===== config.mk =====
export PLATFORM = sky130hd
export DESIGN_NAME = noise_tbl_load_ctrl
export DESIGN_NICKNAME = d
export VERILOG_FILES = /design/src/rtl/noise_tbl_load_ctrl.sv
export SDC_FILE = /design/constraint.sdc
export NUM_CORES = 1
export LEC_CHECK = 0
export BUFFER_PORTS_ARGS = -buffer_cell sky130_fd_sc_hd__clkbuf_2
export CAP_MARGIN = 10
export CELL_PAD_IN_SITES_DETAIL_PLACEMENT = 0
export CELL_PAD_IN_SITES_GLOBAL_PLACEMENT = 1
export CORE_UTILIZATION = 40
export CTS_CLUSTER_SIZE = 20
export DETAILED_ROUTE_END_ITERATION = 10
export GPL_ROUTABILITY_DRIVEN = 0
export PLACE_DENSITY_LB_ADDON = 0.1
export SYNTH_ARGS = -nofsm -noshare
export SYNTH_HDL_FRONTEND = slang
export SYNTH_SLANG_ARGS = --single-unit

===== constraint.sdc =====
create_clock -name clk -period 3.36 [get_ports clk]
set_input_delay 0.672 -clock clk [delete_from_list [all_inputs] [get_ports clk]]
set_output_delay 0.672 -clock clk [all_outputs]
set_load 0.05 [all_outputs]

===== src/rtl/noise_tbl_load_ctrl.sv =====
// ---------------------------------------------------------------------------
// noise_tbl_load_ctrl
//
// Copies the noise probability table from the OCM second read port into the
// noise generator wrapper, one word per cycle. Each word is tagged with its
// table index. After the whole table has gone out, the block waits for the
// wrapper's done_wait acknowledge and then enables noise generation. It
// supports a full reload, a stop/abort, and a sticky timeout error if the
// acknowledge never arrives.
//
// Ports
//   clk           system clock
//   rstn          asynchronous active-low reset
//   start         pulse: begin a load (accepted in IDLE, RUN or ERR)
//   stop          pulse: abort/stop, return to IDLE (wins over start)
//   mem_addr      OCM port-2 address
//   mem_rd        OCM read strobe (mem_addr valid)
//   mem_readdata  OCM port-2 read data, valid RD_LAT cycles after mem_rd
//   tbl_data      table word to the wrapper (mem_data)
//   tbl_location  table index of tbl_data
//   tbl_load      tbl_data/tbl_location valid this cycle
//   done_wait     wrapper acknowledge, level, only looked at in WAIT_ACK
//   noise_en      enable to the noise wrapper
//   busy          high in READ, DRAIN and WAIT_ACK
//   err           sticky acknowledge-timeout flag
//
// States
//   state    | meaning
//   ---------+---------------------------------------------------------
//   IDLE     | nothing in progress, waiting for start
//   READ     | one OCM read issued per cycle, NUM_WORDS in total
//   DRAIN    | reads done, waiting for the last word to reach the wrapper
//   WAIT_ACK | table delivered, waiting for done_wait (bounded by TIMEOUT)
//   RUN      | noise generation enabled
//   ERR      | acknowledge timed out, err held
// ---------------------------------------------------------------------------
module noise_tbl_load_ctrl #(
   parameter int ADDR_W    = 14,
   parameter int DATA_W    = 64,
   parameter int NUM_WORDS = 128,
   parameter int BASE_ADDR = 0,
   parameter int ADDR_STEP = 4,
   parameter int RD_LAT    = 1,
   parameter int TIMEOUT   = 1024
) (
   input  logic              clk,
   input  logic              rstn,
   input  logic              start,
   input  logic              stop,
   output logic [ADDR_W-1:0] mem_addr,
   output logic              mem_rd,
   input  logic [DATA_W-1:0] mem_readdata,
   output logic [DATA_W-1:0] tbl_data,
   output logic [7:0]        tbl_location,
   output logic              tbl_load,
   input  logic              done_wait,
   output logic              noise_en,
   output logic              busy,
   output logic              err
);

   localparam logic [2:0] S_IDLE     = 3'd0;
   localparam logic [2:0] S_READ     = 3'd1;
   localparam logic [2:0] S_DRAIN    = 3'd2;
   localparam logic [2:0] S_WAIT_ACK = 3'd3;
   localparam logic [2:0] S_RUN      = 3'd4;
   localparam logic [2:0] S_ERR      = 3'd5;

   localparam int TMO_W = (TIMEOUT > 1) ? $clog2(TIMEOUT + 1) : 1;

   localparam logic [ADDR_W-1:0] BASE_A   = ADDR_W'(BASE_ADDR);
   localparam logic [ADDR_W-1:0] STEP_A   = ADDR_W'(ADDR_STEP);
   localparam logic [7:0]        LAST_IDX = 8'(NUM_WORDS - 1);
   localparam logic [TMO_W-1:0]  TMO_LOAD = TMO_W'(TIMEOUT - 1);

   logic [2:0]       state_q;
   logic [2:0]       state_d;
   logic [7:0]       issue_idx_q;
   logic [TMO_W-1:0] tmo_cnt_q;

   // Return path: one valid bit and one table index per cycle of read latency.
   logic [RD_LAT-1:0] rsp_vld_q;
   logic [7:0]        rsp_idx_q [RD_LAT];

   logic enter_read;
   logic enter_wait;
   logic flush;
   logic last_delivered;

   // tbl_location only equals the last index on a live pulse once per load,
   // so this marks the cycle the final word is presented to the wrapper.
   assign last_delivered = tbl_load && (tbl_location == LAST_IDX);

   always_comb begin
      state_d = state_q;
      case (state_q)
         S_IDLE: begin
            if (start && !stop) state_d = S_READ;
         end
         S_READ: begin
            if (stop)                           state_d = S_IDLE;
            else if (issue_idx_q == LAST_IDX)   state_d = S_DRAIN;
         end
         S_DRAIN: begin
            if (stop)                state_d = S_IDLE;
            else if (last_delivered) state_d = S_WAIT_ACK;
         end
         S_WAIT_ACK: begin
            if (stop)                   state_d = S_IDLE;
            else if (done_wait)         state_d = S_RUN;
            else if (tmo_cnt_q == '0)   state_d = S_ERR;
         end
         S_RUN, S_ERR: begin
            if (stop)       state_d = S_IDLE;
            else if (start) state_d = S_READ;
         end
         default: state_d = S_IDLE;
      endcase
   end

   assign enter_read = (state_d == S_READ) && (state_q != S_READ);
   assign enter_wait = (state_d == S_WAIT_ACK) && (state_q != S_WAIT_ACK);
   // Anything heading to IDLE drops in-flight reads and clears the counters.
   assign flush      = (state_d == S_IDLE);

   always_ff @(posedge clk or negedge rstn) begin
      if (!rstn) begin
         state_q     <= S_IDLE;
         mem_addr    <= BASE_A;
         mem_rd      <= 1'b0;
         issue_idx_q <= '0;
         tmo_cnt_q   <= '0;
         noise_en    <= 1'b0;
         busy        <= 1'b0;
         err         <= 1'b0;
      end else begin
         state_q  <= state_d;
         mem_rd   <= (state_d == S_READ);
         noise_en <= (state_d == S_RUN);
         busy     <= (state_d == S_READ) || (state_d == S_DRAIN) ||
                     (state_d == S_WAIT_ACK);

         // mem_addr and issue_idx_q always describe the read on the port now.
         if (enter_read) begin
            mem_addr    <= BASE_A;
            issue_idx_q <= '0;
         end else if (state_d == S_READ) begin
            mem_addr    <= mem_addr + STEP_A;
            issue_idx_q <= issue_idx_q + 8'd1;
         end else if (flush) begin
            mem_addr    <= BASE_A;
            issue_idx_q <= '0;
         end

         // Down-counter: the acknowledge is missed when it reaches zero.
         if (enter_wait) begin
            tmo_cnt_q <= TMO_LOAD;
         end else if (state_d == S_WAIT_ACK) begin
            tmo_cnt_q <= tmo_cnt_q - TMO_W'(1);
         end else if (flush) begin
            tmo_cnt_q <= '0;
         end

         // A stop from ERR leaves err set; only a fresh load clears it.
         if ((state_q == S_WAIT_ACK) && (state_d == S_ERR)) begin
            err <= 1'b1;
         end else if (enter_read) begin
            err <= 1'b0;
         end
      end
   end

   always_ff @(posedge clk or negedge rstn) begin
      if (!rstn) begin
         rsp_vld_q    <= '0;
         for (int j = 0; j < RD_LAT; j++) rsp_idx_q[j] <= '0;
         tbl_load     <= 1'b0;
         tbl_data     <= '0;
         tbl_location <= '0;
      end else if (flush) begin
         rsp_vld_q <= '0;
         tbl_load  <= 1'b0;
      end else begin
         rsp_vld_q[0] <= mem_rd;
         rsp_idx_q[0] <= issue_idx_q;
         for (int j = 1; j < RD_LAT; j++) begin
            rsp_vld_q[j] <= rsp_vld_q[j-1];
            rsp_idx_q[j] <= rsp_idx_q[j-1];
         end
         // The last stage lines up with the cycle mem_readdata is valid.
         tbl_load <= rsp_vld_q[RD_LAT-1];
         if (rsp_vld_q[RD_LAT-1]) begin
            tbl_data     <= mem_readdata;
            tbl_location <= rsp_idx_q[RD_LAT-1];
         end
      end
   end

endmodule


# Word-level counts from Yosys, hierarchy flattened
# Index checks and enable logic that the tools add are counted.
# Widths: inputs -> output; s select.
op_classes:
  reduce_logical: 16
  add_sub_neg: 3
  n_shift: 0
  n_div: 0
  n_bitwise: 1
  magnitude_cmp: 0
  n_eq_ne: 14
  mux: 24
  n_mul: 0
op_table:
  columns: ["cell", "n"]
  rows:
  - ["$mux 14", 3]
  - ["$mux 11", 3]
  - ["$mux 3", 10]
  - ["$mux 8", 3]
  - ["$eq 8x7->1 const B", 2]
  - ["$pmux 3 s5", 1]
  - ["$add 14x3->14 const B", 1]
  - ["$eq 3x2->1 const B", 4]
  - ["$eq 3x3->1 const B", 4]
  - ["$logic_not 11->1", 1]
  - ["$sub 11x1->11 const B", 1]
  - ["$add 8x1->8 const B", 1]
  - ["$eq 3x1->1 const B", 2]
  - ["$logic_not 3->1", 2]
  - ["$reduce_bool 3->1", 2]
  - ["$logic_and 1x1->1", 5]
  - ["$mux 1", 4]
  - ["$ne 3x1->1 const B", 1]
  - ["$ne 3x2->1 const B", 1]
  - ["$logic_or 1x1->1", 2]
  - ["$reduce_and 2->1", 1]
  - ["$reduce_bool 2->1", 1]
  - ["$reduce_or 2->1", 1]
  - ["$logic_not 1->1", 1]
  - ["$not 1->1", 1]
totals:
  word_cells: 71
  out_inout_bits: 91
  mem_bits_ro: 0
  latch_bits: 0
  in_bits: 69
  ramBits: 0
  register_bits: 122
  n_memories: 0

# Depth between registers and ports, before layout
# Gate-level depths: netlist of run 1.
depth:
  word_depth: 9
  depth_mapped: 10
  mapped_depth_nobuf: 9

# Worst setup path after synthesis of run 1
# Ideal clock, no wire load.
synth_timing:
  path_type: "reg2reg"
  start: "register tmo_cnt_q[0]"
  end: "register tbl_data[10]"
  synth_period_minus_slack_ns: 2.411
  arrival_time_ns: 2.287
  required_time_ns: 3.235
  path_stages_with_launch: 10
  setup_slack_ns: 0.949
  n_path_buf: 1
  path_cell_list: "dfrtp_1 > inv_1 > ha_1 > nor3b_1 > a31oi_1 > o211ai_2 > nand2_1 > o21ai_4 > buf_4 > mux2_2"
synth_between:
  elab_chain_cells: 8
synth_rtl:
  columns: ["element", "line", "source"]
  rows:
  - ["start: declaration", "79", "logic [TMO_W-1:0] tmo_cnt_q;"]
  - ["start signal: assignment", "159", "tmo_cnt_q <= tmo_cnt_q - TMO_W'(1);"]
  - ["$logic_not 11->1", "111", "else if (tmo_cnt_q == '0) state_d = S_ERR;"]
  - ["$mux 3", "111", null]
  - ["$mux 3", "110", "else if (done_wait) state_d = S_RUN;"]
  - ["$mux 3", "109", "if (stop) state_d = S_IDLE;"]
  - ["$pmux 3 s5", "96", "case (state_q)"]
  - ["$logic_not 3->1", "124", "assign flush = (state_d == S_IDLE);"]
  - ["$not 1->1 (no line)", null, null]
  - ["$reduce_and 2->1 (no line)", null, null]
  - ["end signal: assignment", "193", "tbl_data <= mem_readdata;"]
  - ["end: declaration", "53", "output logic [DATA_W-1:0] tbl_data,"]
# Every way passes these cells.
# A chain may end at the register's enable or synchronous reset.

# Worst setup path in the final report of run 1
layout_timing:
  start: "register issue_idx_q[0]"
  end: "register tbl_data[36]"
layout_between:
  elab_chain_cells: 7
layout_rtl:
  columns: ["element", "line", "source"]
  rows:
  - ["start: declaration", "78", "logic [7:0] issue_idx_q;"]
  - ["start signal: assignment", "149", "issue_idx_q <= issue_idx_q + 8'd1;"]
  - ["$eq 8x7->1", "102", "else if (issue_idx_q == LAST_IDX) state_d = S_DRAIN;"]
  - ["$mux 3", "102", null]
  - ["$mux 3", "101", "if (stop) state_d = S_IDLE;"]
  - ["$pmux 3 s5", "96", null]
  - ["net state_d[0]", "77", "logic [2:0] state_d;"]
  - ["$logic_not 3->1", "124", null]
  - ["$not 1->1 (no line)", null, null]
  - ["$reduce_and 2->1 (no line)", null, null]
# The timed path passes the listed nets, and every way through them passes these cells.

==> results of run 1 <==
[per-layer routing]
metal  up-vias  routed length (um)
li1       1770                   -
met1      1811                4900
met2       123                5380
met3        10                 871
met4         0                 108
met5         -                   0
[cells by family (layout without fill, tap and decap cells)]
family / after synthesis / in the layout / synth area share, %
xor gates and xnor gates: 5 / 5 / 0.863
other: 1 / 2 / 0.0739
DFF: 120 / 120 / 59.2
buffers and inverters: 26 / 205 / 2.61
muxes: 79 / 79 / 17.5
and+or+nand+nor: 95 / 95 / 9.91
AOI/OAI and AO/OA: 70 / 70 / 9.08
adders and majority gates: 3 / 3 / 0.740
[worst max-delay path: stages, from the launching register on]
cell and delay, ns:
sky130_fd_sc_hd__dfrtp_1 0.41, sky130_fd_sc_hd__ha_1 0.23, sky130_fd_sc_hd__nand4_1 0.13, sky130_fd_sc_hd__o31ai_1 0.39
sky130_fd_sc_hd__nand4_1 0.25, sky130_fd_sc_hd__nand2_1 0.21, sky130_fd_sc_hd__inv_2 0.09, sky130_fd_sc_hd__o21ai_4 0.17
sky130_fd_sc_hd__buf_12 0.34, sky130_fd_sc_hd__mux2_2 0.39
[registers in the layout, summed over array words and instances (netlist names)]
name / flops
tbl_data: 64
err: 1
rsp_idx_q: 8
tbl_load: 1
issue_idx_q: 8
noise_en: 1
tmo_cnt_q: 11
rsp_vld_q: 1
busy: 1
tbl_location: 8
state_q: 3
mem_addr: 12
mem_rd: 1
[area by class of cell]
| type | instances | area [sq um] | share of cell area, % |
|---|---|---|---|
| clock buffers | 22 | 484 | 7.27 |
| clock inverters | 10 | 119 | 1.79 |
| inverters | 9 | 33.8 | 0.507 |
| multi-input cells | 254 | 1940 | 29.2 |
| flip-flops and latches | 120 | 3000 | 45.1 |
| well taps | 168 | 210 | 3.16 |
| repair buffers | 164 | 866 | 13.0 |
[metrics by stage]
step	utilization, %	hold slack (ns)	instance area (sq um)
2_1_floorplan	-	0.376	5080
3_3_place_gp	49.6	0.463	6050
3_5_place_dp	49.6	0.467	6050
4_1_cts	54.5	0.271	6660
5_1_grt	54.5	0.296	6660
6_report	54.5	0.263	6660
[power by group through the flow]
stage,clock (mW),sequential (mW),combinational [mW]
2_1_floorplan,0,2.75,0.252
5_1_grt,1.90,1.86,1.63
4_1_cts,1.84,1.83,1.57
3_5_place_dp,0,1.86,1.57
6_report,1.80,1.83,1.55
3_3_place_gp,0,1.84,1.56
[how the worst max path moves through the flow]
stage | to | slack (ns) | from | depth (start not counted)
final | tbl_data[36]$_DFFE_PN0P_ | 0.58 | issue_idx_q[0]$_DFFE_PN0P_ | 9
after global routing | tbl_data[39]$_DFFE_PN0P_ | 0.34 | issue_idx_q[0]$_DFFE_PN0P_ | 9
after CTS | tbl_data[36]$_DFFE_PN0P_ | 0.60 | issue_idx_q[1]$_DFFE_PN0P_ | 9
after detailed placement | tbl_data[36]$_DFFE_PN0P_ | 0.62 | issue_idx_q[1]$_DFFE_PN0P_ | 9
after global placement | tbl_data[13]$_DFFE_PN0P_ | 0.73 | issue_idx_q[1]$_DFFE_PN0P_ | 9
after floorplan | tbl_data[10]$_DFFE_PN0P_ | 0.95 | tmo_cnt_q[0]$_DFFE_PN0P_ | 9
[layout by cell type, fill, tap and decap left out, drive strengths merged, types with 9 or more instances in the layout]
cell,netlist,routed
clkbuf,7,178
dfrtp,120,120
inv,9,9
mux2,79,79
nand2,25,25
nand3,9,9
nor2,18,18
o21ai,34,34
==> summary by stage, run 1 <==
Run status
The run finished with clean final reports.

Detailed routing
After detailed routing, the number of vias per cell comes to 4.97. Once detail routing completed, the nets flagged for antenna violations numbered 0. After the first detailed-routing iteration, the DRC count stood at 199. The average wire per standard cell is 15.1 um. The final route contains 3714 vias. The first detailed-routing pass ran for 4 iterations. In the routed design, unresolved DRC markers number 0.

Wires add up to 11300 um.

Logic synthesis
The most numerous cell in the Yosys netlist is sky130_fd_sc_hd__dfrtp_1. The commonest cells after synthesis are sky130_fd_sc_hd__dfrtp_1 (120), sky130_fd_sc_hd__mux2_2 (63), sky130_fd_sc_hd__o21ai_0 (33). The number of warnings reported in the yosys synthesis log is 0. The top cell type by total area after synthesis is sky130_fd_sc_hd__dfrtp_1. A synthesized cell averages 12.7 sq um. The number of synthesized register bits is 120.

The number of enable flip-flop cells after synthesis is 0. Synthesis handed over a netlist of 399 instances. By area the synthesized netlist is led by sky130_fd_sc_hd__dfrtp_1 (59%), sky130_fd_sc_hd__mux2_2 (14%), sky130_fd_sc_hd__mux2_1 (3.6%). The commonest register cell after synthesis is sky130_fd_sc_hd__dfrtp_1. The fraction of synthesized cell area taken by the top area cell type is 59.2%. The area of the mapped netlist is 0.00507 sq mm.

The distinct cell type count of the synthesized netlist is 50. Of all flip-flops after synthesis, the portion carrying an async set or reset was 100%. Sequential elements use 59.2% of the synthesized area.

Global routing
For this run, the total global-route usage over all layers was measured as 18.1%. The final global-route overflow total is 0. Entering global routing, the biggest net connects 74 pins. The initial antenna violation count came to 0.

For this run, global-route usage on met3 was measured as 7.04%. The met1 demand-to-capacity share in global routing is 22.5%. The global routing met2 resource utilization is 29.1%. The wire length of the first global-routing pass is 18000 um. The number of global-route vias before repair was 3575. The layer flagged by global routing as most heavily used is met2.

Floorplan
The effective utilization at floorplan is 41.5%. The top-level I/O count is 160. The die boundary height is 115 um.

The die area is 0.0131 sq mm. The floorplan step defined a core boundary enclosing 0.0122 sq mm. The die is 115 um wide. The number of placement rows is 40.

Power and ir drop
The clock network is responsible for 34.7% of the overall power. The share of total power dissipated in sequential elements is 35.3%. VDD sags by at most 361 uV.

Summed over all cells, the static leakage comes to 3.49 nW. The design draws 5.18 mW. The part of the power in combinational logic is 30.0%. The internal portion of the total power is 3.25 mW. The analysis attributes to net switching a power of 1.93 mW. In this run the power density over the cells is 778 mW/mm^2. The share of total power consumed by net switching is 37.2%.

Timing
Setup repair after global routing left no endpoint under its margin. Of the available clock period, the critical path in the final layout requires 82.8%. The final number of max-transition violations is 0. The worst clock skew is 0.00969 ns.

Subtracting the final worst setup slack from the clock period gives 2.78 ns. After routing, the total negative slack on setup checks comes to 0 ns. The final hold violation count is 0.

Across all setup checks in the final design, the least slack found is 0.578 ns. The number of failing setup endpoints in the final timing report is 0. The fmax is 0.359 GHz. The worst slew margin relative to its limit is 41.4%. At the pin with the least slew margin, the transition time is 0.875 ns.

Setup path
The logic depth of the worst register-to-register path is 9. The destination of the worst register-to-register timing path is tbl_data[36]$_DFFE_PN0P_. The launch point of the worst reg-to-reg path is issue_idx_q[0]$_DFFE_PN0P_.

STA classifies the critical path startpoint as a flop. Of all nets on the critical path, the largest fanout is 73. The kind of critical path is reg2reg.

The worst path required time is 3.65 ns. At the worst endpoint, the arrival time is 3.07 ns. STA classifies the critical path endpoint as a flop. The register-to-register setup slack is 0.58 ns.

Place
The total of buffers placed on input and output ports is 157. OpenSTA, run right after detailed placement, puts the worst setup slack at 0.623 ns. Once placement completed, the tool counted placed cells totaling 715. The HPWL after detailed placement is 7990 um.

Run
The max-cap check violation count is 0.

Worst hold path
The path type of the worst min-delay path is in2async.

Layout
The post-layout instance count excluding filler cells is 747. Cells with a size suffix above 1 make up 46.3% of the layout. The final layout net count is 638. The number of filler instances in the final layout is 1144.

The diode insertion count for antenna repair is 0. The layout overhead on the synthesized area is 31.2%.

Clock tree
The depth of the CTS H-tree is 4. For this design, the sink count on the clock tree is 120. The number of resized instances in the post-cts repair step is 0. At the later pin of the worst-skew pair, clock insertion delay measures 0.41 ns. Hold repair after CTS inserted 0 buffers. Clock-pin slew was measured on the worst setup and hold paths at 0.05 ns. The post-CTS setup buffer count is 0.

The clock tree root driver cell is sky130_fd_sc_hd__clkbuf_16. TritonCTS built the clock tree. In this run the deepest clock path goes through 2 buffers.

Buffers inserted during clock tree synthesis total 17.
Note: power is estimated with default switching activity, not from simulation.
==> inputs of run 2 (changes only) <==
==> constraint.sdc (replaced) <==
create_clock -name clk -period 2.6 [get_ports clk]
set_input_delay 0.52 -clock clk [delete_from_list [all_inputs] [get_ports clk]]
set_output_delay 0.52 -clock clk [all_outputs]
set_load 0.05 [all_outputs]
==> summary by stage, run 2 (synthesis results as in run 1) <==
Clock tree
The CTS buffer count came to 17 (unchanged). The clock slew seen by the registers of the worst setup and hold paths came to 0.05 ns (about the same). The number of clock sinks is 120 (unchanged).

The maximum buffer depth of the clock tree came to 2 (unchanged). The clock network latency to the later pin of the worst-skew pair came to 0.41 ns (about the same). The CTS tree is done (unchanged). The clock tree root driver cell is sky130_fd_sc_hd__clkbuf_16 (unchanged). The depth of the CTS H-tree is 4 (unchanged).

The post-cts hold buffer count was 0 (unchanged).

Floorplan
The number of placement rows is 40 (unchanged). The chip width is 115 um (unchanged). The effective utilization at floorplan is 41.5% (unchanged).

The area of the core is 0.0122 sq mm (unchanged). The die area was 0.0131 sq mm (unchanged). The die boundary height was 115 um (unchanged).

The top-level I/O count came to 160 (unchanged).

Timing
The worst slack on hold paths is 0.0523 ns (was 0.263 ns). The slew at the pin closest to its max-slew limit is 0.508 ns (was 0.875 ns). The setup total negative slack is 0 ns (unchanged). The worst slew margin relative to its limit is 66.1% (was 41.4%). The fmax is 0.410 GHz (was 0.359 GHz). The final period demand of the worst path is 2.44 ns (was 2.78 ns). The worst clock skew is 0.00667 ns (was 0.00969 ns). The period utilization came to 93.9% (was 82.8%). RSZ-0062 raised after global routing: false (unchanged). The final hold violation count is 0 (unchanged). The final number of max-transition violations came to 0 (unchanged).

The number of failing setup endpoints in the final timing report was 0 (unchanged).

Setup path
The sort of element at the end of the critical path is a flop (unchanged). The worst path required time is 2.89 ns (was 3.65 ns). The kind of critical path is reg2reg (unchanged). The arrival time reported for the critical path endpoint was 2.73 ns (was 3.07 ns). The delay of the slowest cell on the worst path is 0.42 ns (was 0.41 ns). The startpoint kind of the worst setup timing path is a flop (unchanged).

The maximum fanout along the worst path is 4 (was 73). The slowest cell on the critical path is sky130_fd_sc_hd__o41ai_2 (was sky130_fd_sc_hd__dfrtp_1). Series of cell instances along the critical path: ha_2 -> nand4_1 -> o41ai_2 -> o211ai_2 -> inv_2 -> and2_0 -> buf_4 -> a21oi_1 -> a311oi_1 (was ha_1 -> nand4_1 -> o31ai_1 -> nand4_1 -> nand2_1 -> inv_2 -> o21ai_4 -> buf_12 -> mux2_2). The logic depth of the worst register-to-register path is 9 (unchanged).

Global routing
The maximum number of pins on one net before global-route repair was 61 (was 74). The final global-route overflow total is 0 (unchanged). The global routing usage summed across all routing layers was 18.8% (was 18.1%). The number of global-route vias before repair is 3699 (was 3575). The wire length of the first global-routing pass is 18800 um (was 18000 um). The initial antenna violation count is 0 (unchanged).

Layout
The final layout net count is 651 (was 638). The commonest non-fill, non-tap cell in the layout is sky130_fd_sc_hd__clkbuf_2 (unchanged). Largest registers ranked by flip-flop count: tbl_data: 64 flops, mem_addr: 12 flops, tmo_cnt_q: 11 flops (unchanged). The register ranked first by flip-flop count was tbl_data (unchanged).

The diode insertion count for antenna repair came to 0 (unchanged). The post-layout instance count excluding filler cells was 760 (was 747). The layout overhead on the synthesized area is 34.5% (was 31.2%). Commonest cells after routing, fill and taps aside: sky130_fd_sc_hd__clkbuf_2 (156), sky130_fd_sc_hd__dfrtp_1 (120), sky130_fd_sc_hd__mux2_2 (63) (unchanged).

The number of flip-flops in the largest register came to 64 (unchanged). The share of layout cells above drive strength 1 is 48.1% (was 46.3%).

Power and ir drop
The leakage power of the design is 3.61 nW (was 3.49 nW). The worst ir drop on vdd is 403 uV (was 361 uV). The power density of the placed cells is 974 mW/mm^2 (was 778 mW/mm^2). The total power draw is 6.65 mW (was 5.18 mW).

Detailed routing
The mean number of vias per cell is 4.98 (was 4.97). The number of optimization iterations in the first detailed-route pass was 4 (unchanged). The antenna violation net count after detailed routing is 0 (unchanged). The total number of vias came to 3783 (was 3714). The average wire per standard cell is 15.6 um (was 15.1 um). The iteration-0 DRC count of the detailed router was 208 (was 199).

The total wire length came to 11900 um (was 11300 um). The remaining design rule violation count is 0 (unchanged).

Worst hold path
The path type of the worst min-delay path is in2async (unchanged).

Run
The max-cap check violation count is 0 (unchanged).

Place
The HPWL after detailed placement is 8390 um (was 7990 um). The total instance count after detailed placement is 726 (was 715). The total of buffers placed on input and output ports was 157 (unchanged).

Run status
Outcome: complete, no violations (unchanged).
## run 2: cell types whose count changed in the layout (fill, tap and decap cells not counted), moves of 2 or more
cell	previous run	this run
sky130_fd_sc_hd__clkinv_2	1	6
sky130_fd_sc_hd__buf_12	2	4
sky130_fd_sc_hd__clkbuf_1	1	3
sky130_fd_sc_hd__clkinvlp_4	6	1
sky130_fd_sc_hd__buf_4	6	15
## run 2: worst max-delay path: cells and delay by family (launching register included)
kind	cells	cell delay, ns
DFF	1	0.36
AOI/OAI and AO/OA	4	0.96
adders and majority gates	1	0.22
buffers and inverters	2	0.31
and+or+nand+nor	2	0.47
## run 2: metal layers
| metal | global-route usage [%] | routed length [um] |
|---|---|---|
| met1 | 23.5 | 5310 |
| met2 | 31.1 | 5710 |
| met3 | 5.13 | 690 |
| met4 | 7.53 | 162 |
| met5 | 0 | 0 |
## run 2: final cells by class
class / instances / area (sq um)
fill: 1112 / 5390
sequential: 120 / 3000
multi-input combinational: 254 / 1990
timing repair buffer: 177 / 1010
clock buffer: 23 / 478
tap: 168 / 210
clock inverter: 9 / 97.6
inverter: 9 / 33.8
## run 2: power breakdown
part	internal, mW	switching (mW)
clock	1.47	0.785
combinational	0.503	1.52
sequential	2.20	0.158
## run 2: stage by stage
step | worst slack [ns] | area [sq um] | utilization, %
2_1_floorplan | 0.189 | 5080 | -
3_3_place_gp | 0.0820 | 6150 | 50.4
3_5_place_dp | 0.0473 | 6150 | 50.4
4_1_cts | 0.00826 | 6730 | 55.1
5_1_grt | 0.00713 | 6820 | 55.9
6_report | 0.159 | 6820 | 55.9
## run 2: what timing repair did
action | in CTS | in global routing
buffers inserted | 0 | 1
endpoints found under the setup margin | 0 | 89
resized for setup | 0 | 10
## run 2: worst paths after layout
path	from	slack [ns]	to
max	issue_idx_q[1]$_DFFE_PN0P_	0.16	tmo_cnt_q[9]$_DFFE_PN0P_
min	rstn	0.05	tbl_data[32]$_DFFE_PN0P_
max reg2reg	issue_idx_q[1]$_DFFE_PN0P_	0.16	tmo_cnt_q[9]$_DFFE_PN0P_
min reg2reg	rsp_idx_q[2]$_DFFE_PN0N_	0.48	tbl_location[2]$_DFFE_PN0P_
max in group asynchronous	rstn	1.78	tbl_data[15]$_DFFE_PN0P_
min in group clk	mem_readdata[20]	0.32	tbl_data[20]$_DFFE_PN0P_
==> inputs of run 3 (changes only) <==
--- a/config.mk
+++ b/config.mk
@@ -12,8 +12,7 @@
 export CORE_UTILIZATION = 40
 export CTS_CLUSTER_SIZE = 20
 export DETAILED_ROUTE_END_ITERATION = 10
-export GPL_ROUTABILITY_DRIVEN = 0
-export PLACE_DENSITY_LB_ADDON = 0.1
+export PLACE_DENSITY = 0.8
 export SYNTH_ARGS = -nofsm -noshare
 export SYNTH_HDL_FRONTEND = slang
 export SYNTH_SLANG_ARGS = --single-unit
==> summary by stage, run 3 (synthesis results as in run 1) <==
Floorplan
The die boundary height came to 115 um (unchanged). The chip width was 115 um (unchanged). The number of placement rows is 40 (unchanged). The area of the core was 0.0122 sq mm (unchanged). The effective utilization at floorplan came to 41.5% (unchanged).

The top-level I/O count is 160 (unchanged). The die area is 0.0131 sq mm (unchanged).

Setup path
The worst path required time is 2.88 ns (was 2.89 ns). The number of buffer and inverter instances along the worst setup path is 2 (unchanged). The gate family responsible for the most delay along the worst path was compound AO/OA/AOI/OAI gates (unchanged). The sort of element at the end of the critical path is a flop (unchanged). The slowest cell on the critical path is sky130_fd_sc_hd__o41ai_2 (unchanged).

Series of cell instances along the critical path: ha_1 -> nand4_1 -> o41ai_2 -> o211ai_2 -> nand2_1 -> o21ai_4 -> buf_12 -> clkbuf_16 -> mux2_1 (was ha_2 -> nand4_1 -> o41ai_2 -> o211ai_2 -> inv_2 -> and2_0 -> buf_4 -> a21oi_1 -> a311oi_1). The maximum fanout along the worst path is 19 (was 4). The arrival time reported for the critical path endpoint is 2.76 ns (was 2.73 ns).

The startpoint kind of the worst setup timing path is a flop (unchanged). The startpoint of the worst setup timing path is issue_idx_q[0]$_DFFE_PN0P_ (was issue_idx_q[1]$_DFFE_PN0P_). The kind of critical path is reg2reg (unchanged). The launch point of the worst reg-to-reg path was issue_idx_q[0]$_DFFE_PN0P_ (was issue_idx_q[1]$_DFFE_PN0P_). The delay of the slowest cell on the worst path is 0.42 ns (about the same).

Layout
The diode insertion count for antenna repair was 0 (unchanged). The share of layout cells above drive strength 1 is 46.9% (was 48.1%). Largest registers ranked by flip-flop count: tbl_data: 64 flops, mem_addr: 12 flops, tmo_cnt_q: 11 flops (unchanged). The post-route standard cell area excluding fillers is 0.00677 sq mm (was 0.00682 sq mm).

The number of filler instances in the final layout is 1056 (was 1112). The post-layout instance count excluding filler cells is 756 (was 760). The flip-flop and latch area was 0.00300 sq mm (unchanged). The area of combinational cells with multiple inputs is 0.00196 sq mm (was 0.00199 sq mm). The layout overhead on the synthesized area was 33.4% (was 34.5%).

The number of flip-flops in the largest register came to 64 (unchanged). Commonest cells after routing, fill and taps aside: sky130_fd_sc_hd__clkbuf_2 (156), sky130_fd_sc_hd__dfrtp_1 (120), sky130_fd_sc_hd__mux2_2 (63) (unchanged). The commonest non-fill, non-tap cell in the layout is sky130_fd_sc_hd__clkbuf_2 (unchanged).

The post-layout utilization of the core was 55.4% (was 55.9%). The final layout net count is 648 (was 651). The register ranked first by flip-flop count is tbl_data (unchanged).

Detailed routing
The antenna violation net count after detailed routing is 0 (unchanged). The remaining design rule violation count was 0 (unchanged). The total wire length was 11900 um (about the same). The mean number of vias per cell is 5.04 (was 4.98).

The total number of vias is 3808 (was 3783). The average wire per standard cell is 15.8 um (was 15.6 um). The number of optimization iterations in the first detailed-route pass is 4 (unchanged). The iteration-0 DRC count of the detailed router is 217 (was 208).

Place
The instance area after placement came to 0.00612 sq mm (was 0.00615 sq mm). The weighted congestion reported at the end of routability-driven placement is 0.787. The total of buffers placed on input and output ports is 157 (unchanged). The worst slack at placement came to 0.0882 ns (was 0.0473 ns). The total instance count after detailed placement came to 722 (was 726).

The HPWL after detailed placement was 8420 um (was 8390 um).

Global routing
The final global-route overflow total is 0 (unchanged). The initial antenna violation count was 0 (unchanged). The global routing met2 resource utilization is 31.8% (was 31.1%). The maximum number of pins on one net before global-route repair is 58 (was 61).

The global routing usage summed across all routing layers came to 18.6% (was 18.8%). The met1 demand-to-capacity share in global routing is 21.3% (was 23.5%). The wire length of the first global-routing pass came to 18400 um (was 18800 um). The most used routing layer in global routing is met2 (unchanged).

The number of global-route vias before repair is 3690 (was 3699). The met3 demand-to-capacity share in global routing is 7.57% (was 5.13%).

Clock tree
The clock tree root driver cell is sky130_fd_sc_hd__clkbuf_16 (unchanged). The CTS tree is done (unchanged). The number of clock sinks is 120 (unchanged). The clock slew seen by the registers of the worst setup and hold paths is 0.05 ns (about the same).

The CTS buffer count was 17 (unchanged). The depth of the CTS H-tree is 4 (unchanged). The clock network latency to the later pin of the worst-skew pair is 0.40 ns (was 0.41 ns).

The post-cts hold buffer count is 0 (unchanged). The maximum buffer depth of the clock tree is 2 (unchanged).

Power and ir drop
The internal power contribution was 4.13 mW (was 4.18 mW). The proportion of power drawn by the clock network is 33.2% (was 34.0%). The worst ir drop on vdd is 433 uV (was 403 uV).

The total power draw is 6.58 mW (was 6.65 mW). The leakage power of the design is 3.58 nW (was 3.61 nW). The net switching power figure was 2.46 mW (about the same).

The part of the power in combinational logic came to 30.8% (was 30.5%). The sequential cell fraction of total power is 36.0% (was 35.5%). The power density of the placed cells is 973 mW/mm^2 (was 974 mW/mm^2). The share of total power consumed by net switching was 37.3% (was 37.1%).

Timing
The final hold violation count was 0 (unchanged). The worst clock skew came to 0.00730 ns (was 0.00667 ns). The worst slew margin relative to its limit is 48.4% (was 66.1%). The number of failing setup endpoints in the final timing report is 0 (unchanged). The fmax was 0.404 GHz (was 0.410 GHz). The final period demand of the worst path is 2.48 ns (was 2.44 ns). The slew at the pin closest to its max-slew limit is 0.768 ns (was 0.508 ns). The final number of max-transition violations came to 0 (unchanged). The period utilization is 95.3% (was 93.9%). The final worst-path setup slack is 0.123 ns (was 0.159 ns). The worst slack on hold paths is 0.113 ns (was 0.0523 ns). The setup total negative slack is 0 ns (unchanged).

Run
The max-cap check violation count was 0 (unchanged).

Run status
Outcome: complete, no violations (unchanged).

Worst hold path
The path type of the worst min-delay path is in2async (unchanged).
[run 3: metal layers]
metal | wire length (um) | vias to the layer above
met5 | 0 | -
met1 | 4820 | 1859
met4 | 106 | 0
li1 | - | 1792
met3 | 958 | 9
met2 | 6030 | 148
[run 3: area by class of cell]
cell class                      instances  share of cell area (%)
Tap cell                              168                    3.11
Clock buffer                           22                    6.71
Sequential cell                       120                    44.4
Clock inverter                          9                    1.50
Inverter                                9                   0.499
Timing Repair Buffer                  174                    14.8
Multi-Input combinational cell        254                    29.0
[run 3: final timing paths]
check,end,slack (ns),depth (start not counted)
max in group asynchronous,tmo_cnt_q[5]$_DFFE_PN0P_,1.77,2
max reg2reg,tbl_data[11]$_DFFE_PN0P_,0.12,9
min,tbl_data[29]$_DFFE_PN0P_,0.11,1
min in group clk,tbl_data[9]$_DFFE_PN0P_,0.33,2
max,tbl_data[11]$_DFFE_PN0P_,0.12,9
min reg2reg,tbl_data[3]$_DFFE_PN0P_,0.49,1
[run 3: timing repair]
action | 4_1_cts | 5_1_grt
setup buffers | 0 | 1
gates resized for setup | 0 | 3
endpoints found under the setup margin | 0 | 86
[run 3: power groups by stage]
| stage | Combinational [mW] | Clock [mW] | Sequential (mW) |
|---|---|---|---|
| 2_1_floorplan | 0.325 | 0 | 3.56 |
| 3_3_place_gp | 2.02 | 0 | 2.39 |
| 3_5_place_dp | 2.04 | 0 | 2.40 |
| 4_1_cts | 2.04 | 2.25 | 2.37 |
| 5_1_grt | 2.12 | 2.34 | 2.41 |
| 6_report | 2.03 | 2.19 | 2.37 |
